--- src/rtl/escalonador_som.sv ---
// Clocked audio-output scheduler for TV, PC and ALEXA: fixed priority ALEXA > PC > TV,
// minimum hold per grant, and a muted gap of GAP cycles on every source change.
module escalonador_som #(
  parameter int MIN_HOLD = 4,
  parameter int GAP      = 2
) (
  input  logic       clk,
  input  logic       rst,
  input  logic       req_tv,
  input  logic       req_pc,
  input  logic       req_alexa,
  output logic       TV,
  output logic       PC,
  output logic       ALEXA,
  output logic       mute,
  output logic [1:0] src
);

  localparam logic [7:0] HOLD_MAX = 8'(MIN_HOLD);
  localparam logic [7:0] GAP_LOAD = 8'(GAP - 1);

  // Source codes double as priority ranks: a larger code always wins.
  localparam logic [1:0] SRC_NONE  = 2'b00;
  localparam logic [1:0] SRC_TV    = 2'b01;
  localparam logic [1:0] SRC_PC    = 2'b10;
  localparam logic [1:0] SRC_ALEXA = 2'b11;

  typedef enum logic [1:0] {IDLE, GRANT, SWITCH} state_t;

  state_t     state_reg;
  logic [7:0] hold_cnt_reg;
  logic [7:0] gap_cnt_reg;

  logic [1:0] winner;
  logic       any_req;
  logic       cur_req;
  logic       eligible;
  logic       preempt;
  logic       leave;

  always_comb begin
    winner = SRC_NONE;
    if (req_alexa)   winner = SRC_ALEXA;
    else if (req_pc) winner = SRC_PC;
    else if (req_tv) winner = SRC_TV;
  end

  always_comb begin
    cur_req = 1'b0;
    case (src)
      SRC_TV:    cur_req = req_tv;
      SRC_PC:    cur_req = req_pc;
      SRC_ALEXA: cur_req = req_alexa;
      default:   cur_req = 1'b0;
    endcase
  end

  assign any_req  = req_tv | req_pc | req_alexa;
  assign eligible = (hold_cnt_reg == HOLD_MAX);
  assign preempt  = req_alexa && (src != SRC_ALEXA);
  assign leave    = preempt || (eligible && ((winner > src) || !cur_req));

  always_ff @(posedge clk or posedge rst) begin
    if (rst) begin
      state_reg    <= IDLE;
      hold_cnt_reg <= 8'd0;
      gap_cnt_reg  <= 8'd0;
      src          <= SRC_NONE;
      TV           <= 1'b0;
      PC           <= 1'b0;
      ALEXA        <= 1'b0;
      mute         <= 1'b1;
    end else begin
      case (state_reg)
        IDLE: begin
          if (any_req) begin
            state_reg    <= GRANT;
            hold_cnt_reg <= 8'd1;
            src          <= winner;
            TV           <= (winner == SRC_TV);
            PC           <= (winner == SRC_PC);
            ALEXA        <= (winner == SRC_ALEXA);
            mute         <= 1'b0;
          end
        end
        GRANT: begin
          if (leave) begin
            state_reg   <= SWITCH;
            gap_cnt_reg <= GAP_LOAD;
            src         <= SRC_NONE;
            TV          <= 1'b0;
            PC          <= 1'b0;
            ALEXA       <= 1'b0;
            mute        <= 1'b1;
          end else if (!eligible) begin
            hold_cnt_reg <= hold_cnt_reg + 8'd1;
          end
        end
        SWITCH: begin
          // Requests are sampled live on the last gap edge, not latched at switch time.
          if (gap_cnt_reg == 8'd0) begin
            if (any_req) begin
              state_reg    <= GRANT;
              hold_cnt_reg <= 8'd1;
              src          <= winner;
              TV           <= (winner == SRC_TV);
              PC           <= (winner == SRC_PC);
              ALEXA        <= (winner == SRC_ALEXA);
              mute         <= 1'b0;
            end else begin
              state_reg <= IDLE;
            end
          end else begin
            gap_cnt_reg <= gap_cnt_reg - 8'd1;
          end
        end
        default: state_reg <= IDLE;
      endcase
    end
  end

endmodule

--- config.mk ---
export PLATFORM = sky130hd
export DESIGN_NAME = escalonador_som
export DESIGN_NICKNAME = d
export VERILOG_FILES = /design/src/rtl/escalonador_som.sv
export SDC_FILE = /design/constraint.sdc
export NUM_CORES = 1
export LEC_CHECK = 0
export ABC_AREA = 1
export CORE_ASPECT_RATIO = 1.75
export CORE_MARGIN = 4
export CORE_UTILIZATION = 55
export CTS_CLUSTER_DIAMETER = 100
export DETAILED_ROUTE_END_ITERATION = 6
export DONT_BUFFER_PORTS = 1
export PLACE_DENSITY = 0.71
export RECOVER_POWER = 50
export SKIP_CTS_REPAIR_TIMING = 1
export SLEW_MARGIN = 20
export SYNTH_ARGS = -nofsm -noshare
export SYNTH_HDL_FRONTEND = slang
export SYNTH_SLANG_ARGS = --single-unit
--- constraint.sdc ---
create_clock -name clk -period 3.6 [get_ports clk]
set_input_delay 1.08 -clock clk [delete_from_list [all_inputs] [get_ports clk]]
set_output_delay 1.08 -clock clk [all_outputs]
set_load 0.01 [all_outputs]
==> reports/results.ini <==
[sta]
finalHoldViolations = 0
slew_viol_final = 0
final.period_utilization_pct = 66.4
timing.slew.headroom_pct = 40.3
fin_setup_tns_ps = 0
maxClockFrequency_mhz = 419
rsz_0062_raised_after_global_routing = no
final.setup_skew_ps = 9.64
timing.final.setup_violations = 0
final.min_clock_period_ps = 2390
worst-slew-pin-transition_ps = 894
finalHoldWorstSlack_ps = 509

[floorplan]
chipWidth_um = 48.7
coreArea_mm2 = 0.00275
floorplan.initialDensity_pct = 57.9
num_rows = 25
dieHeight_um = 79.2
floorplan.die_area_mm2 = 0.00386
io-pin-count = 11

[grt]
grt_use_total_pct = 18.1
largest_net_degree_at_the_start_of_global_routing = 25
grt_overflow_total = 0
antenna_found_initial = 0
via_count_of_the_first_global_routing_pass = 1345
grt_pass1_wl_mm = 5.64

[critical_path]
cp_data_required_time_ps = 3800
worst_setup_path_start_kind = input port
critical_path_buf_inv_count = 3
critPathArrivalTime_ps = 2590
critPathKind = in -> reg
timing.critical_path.fanout_max = 13
cp_top_family = simple AND/OR/NAND/NOR gates
critPathMaxStageDelay_ps = 300
worst-r2r-cell-count = 12
critical_path.cell_chain = nor2_1, inv_1, ha_1, inv_1, o21bai_1, nand2_1, nand2_1, nand2_1, nand2_4, nand2_4, inv_1, nand2_1, nand2_1
timing.critical_path.depth = 13
worst_r2r_endpoint = gap_cnt_reg[4]
r2r_start = src[1]
crit_path_start = req_pc
critPathMostFrequentCell = sky130_fd_sc_hd__nand2_1
crit_path_end_kind = register
timing.critical_path.slowest_stage_cell = sky130_fd_sc_hd__ha_1
reg2reg_slack_ps = 1700

[finish]
num-nets-final = 229
n_antenna_cell = 0
final_util_pct = 61.3
drive_gt1_share_pct = 11.1
syn2layout_area_growth_pct = 5.89

[routing]
post_detailed_route_drc_marker_count = 0
wirelength_mm = 3.21
drt.antenna.violating_nets = 0
via_count = 1346
drt-vias-per-instance = 5.52
drt-wirelength-per-cell_um = 13.2
drt_iter0_drc = 40
firstDrtPassIters = 5

[clock_tree]
clock_tree.root_cell = sky130_fd_sc_hd__clkbuf_8
insertion_delay_of_the_later_clocked_pin_in_the_worst_skew_pair_ps = 270
worst_setup_hold_path_clk_slew_ps = 90
tritoncts_num_sinks = 24
cts_buffer_depth = 2
tritoncts = done
deepest_level_of_the_cts_h_tree = 1
tritoncts.num_buffers = 3

[hold_path]
min_path_cells = 2
worst_hold_path_startpoint = gap_cnt_reg[0]
worstHoldPathType = reg -> reg
timing.hold.worst_endpoint = gap_cnt_reg[0]

[synth]
synth.lib_cells_used.distinct = 28
yosysWarnings = 0
syn_area_mm2 = 0.00159
synth_cells = 214
ys_ff_latch = 24
syn_nets = 225
synth_seq_area_share_pct = 37.8
syn_avg_cell_area_um2 = 7.45

[placed_design]
place.gp.congestion = 0.806
dp.final_hpwl_mm = 2.53
placement.io_buffers = 0

[run_status]
run_status = finished, final reports clean

[power_and_ir_drop]
pwr_density_cell_mw_per_mm2 = 842
vdd.ir_drop.worst_mv = 0.582
power.static_leakage_nw = 0.882

[job]
total_of_max_cap_violations = 0

## placed cells by master (no fill, tap or decap), types with 2 or more instances in the layout
cell                       instances
sky130_fd_sc_hd__nand2_1          71
sky130_fd_sc_hd__inv_1            24
sky130_fd_sc_hd__dfrtp_1          23
sky130_fd_sc_hd__nand3_1          21
sky130_fd_sc_hd__nor2_1           19
sky130_fd_sc_hd__ha_1              6
sky130_fd_sc_hd__nor3_1            5
sky130_fd_sc_hd__nand4_1           5
sky130_fd_sc_hd__nand2_4           4
sky130_fd_sc_hd__xor2_1            4
sky130_fd_sc_hd__a21oi_1           4
sky130_fd_sc_hd__o21ai_0           3
sky130_fd_sc_hd__o21ai_1           3
sky130_fd_sc_hd__clkbuf_8          3
sky130_fd_sc_hd__o21bai_1          2
sky130_fd_sc_hd__inv_2             2
sky130_fd_sc_hd__nor2_8            2
sky130_fd_sc_hd__nor2_4            2
sky130_fd_sc_hd__nand2_2           2
sky130_fd_sc_hd__or2_2             2
sky130_fd_sc_hd__nor3b_1           2
## worst min-delay path: stages (launching register included)
cell and delay, ps:
sky130_fd_sc_hd__dfrtp_1 350, sky130_fd_sc_hd__nand2_1 60, sky130_fd_sc_hd__o21ai_1 60
## cell type report
| class | instances | area (um^2) |
|---|---|---|
| Clock buffer | 3 | 41.3 |
| Clock inverter | 1 | 30.0 |
| Fill cell | 267 | 1060 |
| Inverter | 27 | 104 |
| Multi-Input combinational cell | 162 | 877 |
| Sequential cell | 24 | 602 |
| Tap cell | 27 | 33.8 |
## layer usage
metal  vias to the layer above  GRT usage, %  routed length [um]
li1                        686             -                   -
met1                       644          19.2                1260
met2                        12          34.4                1840
met3                         4          2.06                  61
met4                         0          8.09                  53
met5                         -             0                   0
## kinds of logic (layout without fill, tap and decap cells)
family | count (synthesis) | count (layout) | synth area share (%)
DFF | 24 | 24 | 37.8
AOI/OAI and AO/OA | 15 | 15 | 6.67
adders and majority gates | 6 | 6 | 4.71
xor gates and xnor gates | 4 | 4 | 2.20
and+or+nand+nor | 137 | 137 | 41.4
buffers and inverters | 28 | 31 | 7.22
## where the power goes
part	switching [mW]	internal (mW)	leakage (nW)
registers	0.107	0.356	0.315
logic	0.484	0.242	0.531
clock network	0.0840	0.149	0.0357
## per-stage QoR
| stage | cell area, um^2 | power [mW] | setup slack [ps] | cells |
|---|---|---|---|---|
| 2_1_floorplan | 1590 | 1.06 | 1130 | 214 |
| 4_1_cts | 1690 | 1.44 | 1220 | 244 |
| 6_report | 1690 | 1.42 | 1210 | 244 |
| 5_1_grt | 1690 | 1.55 | 1020 | 244 |
| 3_5_place_dp | 1620 | 1.20 | 941 | 240 |
| 3_3_place_gp | 1620 | 1.17 | 1020 | 240 |
## synth_stat cells
cell type,number,area share (%)
sky130_fd_sc_hd__a21oi_1,4,1.3
sky130_fd_sc_hd__a21oi_4,1,1.0
sky130_fd_sc_hd__buf_6,1,0.71
sky130_fd_sc_hd__dfrtp_1,23,36
sky130_fd_sc_hd__dfstp_2,1,1.6
sky130_fd_sc_hd__ha_1,6,4.7
sky130_fd_sc_hd__inv_1,24,5.7
sky130_fd_sc_hd__inv_2,2,0.47
sky130_fd_sc_hd__inv_4,1,0.39
sky130_fd_sc_hd__nand2_1,71,17
sky130_fd_sc_hd__nand2_2,2,0.78
sky130_fd_sc_hd__nand2_4,4,2.8
sky130_fd_sc_hd__nand3_1,21,6.6
sky130_fd_sc_hd__nand3b_1,1,0.47
sky130_fd_sc_hd__nand4_1,5,2.0
sky130_fd_sc_hd__nor2_1,19,4.5
sky130_fd_sc_hd__nor2_2,1,0.39
sky130_fd_sc_hd__nor2_4,2,1.4
sky130_fd_sc_hd__nor2_8,2,2.5
sky130_fd_sc_hd__nor3_1,5,1.6
sky130_fd_sc_hd__nor3b_1,2,0.94
sky130_fd_sc_hd__o21ai_0,3,0.94
sky130_fd_sc_hd__o21ai_1,3,0.94
sky130_fd_sc_hd__o21ai_2,1,0.55
sky130_fd_sc_hd__o21ai_4,1,1.0
sky130_fd_sc_hd__o21bai_1,2,0.94
sky130_fd_sc_hd__or2_2,2,0.78
sky130_fd_sc_hd__xor2_1,4,2.2
## worst max path at each step
stage | end | slack, ps
final | gap_cnt_reg[4] | 1210
after global routing | gap_cnt_reg[4] | 1020
after CTS | gap_cnt_reg[4] | 1220
after floorplan | gap_cnt_reg[5] | 1130
after global placement | ALEXA | 1020
after detailed placement | gap_cnt_reg[4] | 940
Note: power is estimated with default switching activity, not from simulation.
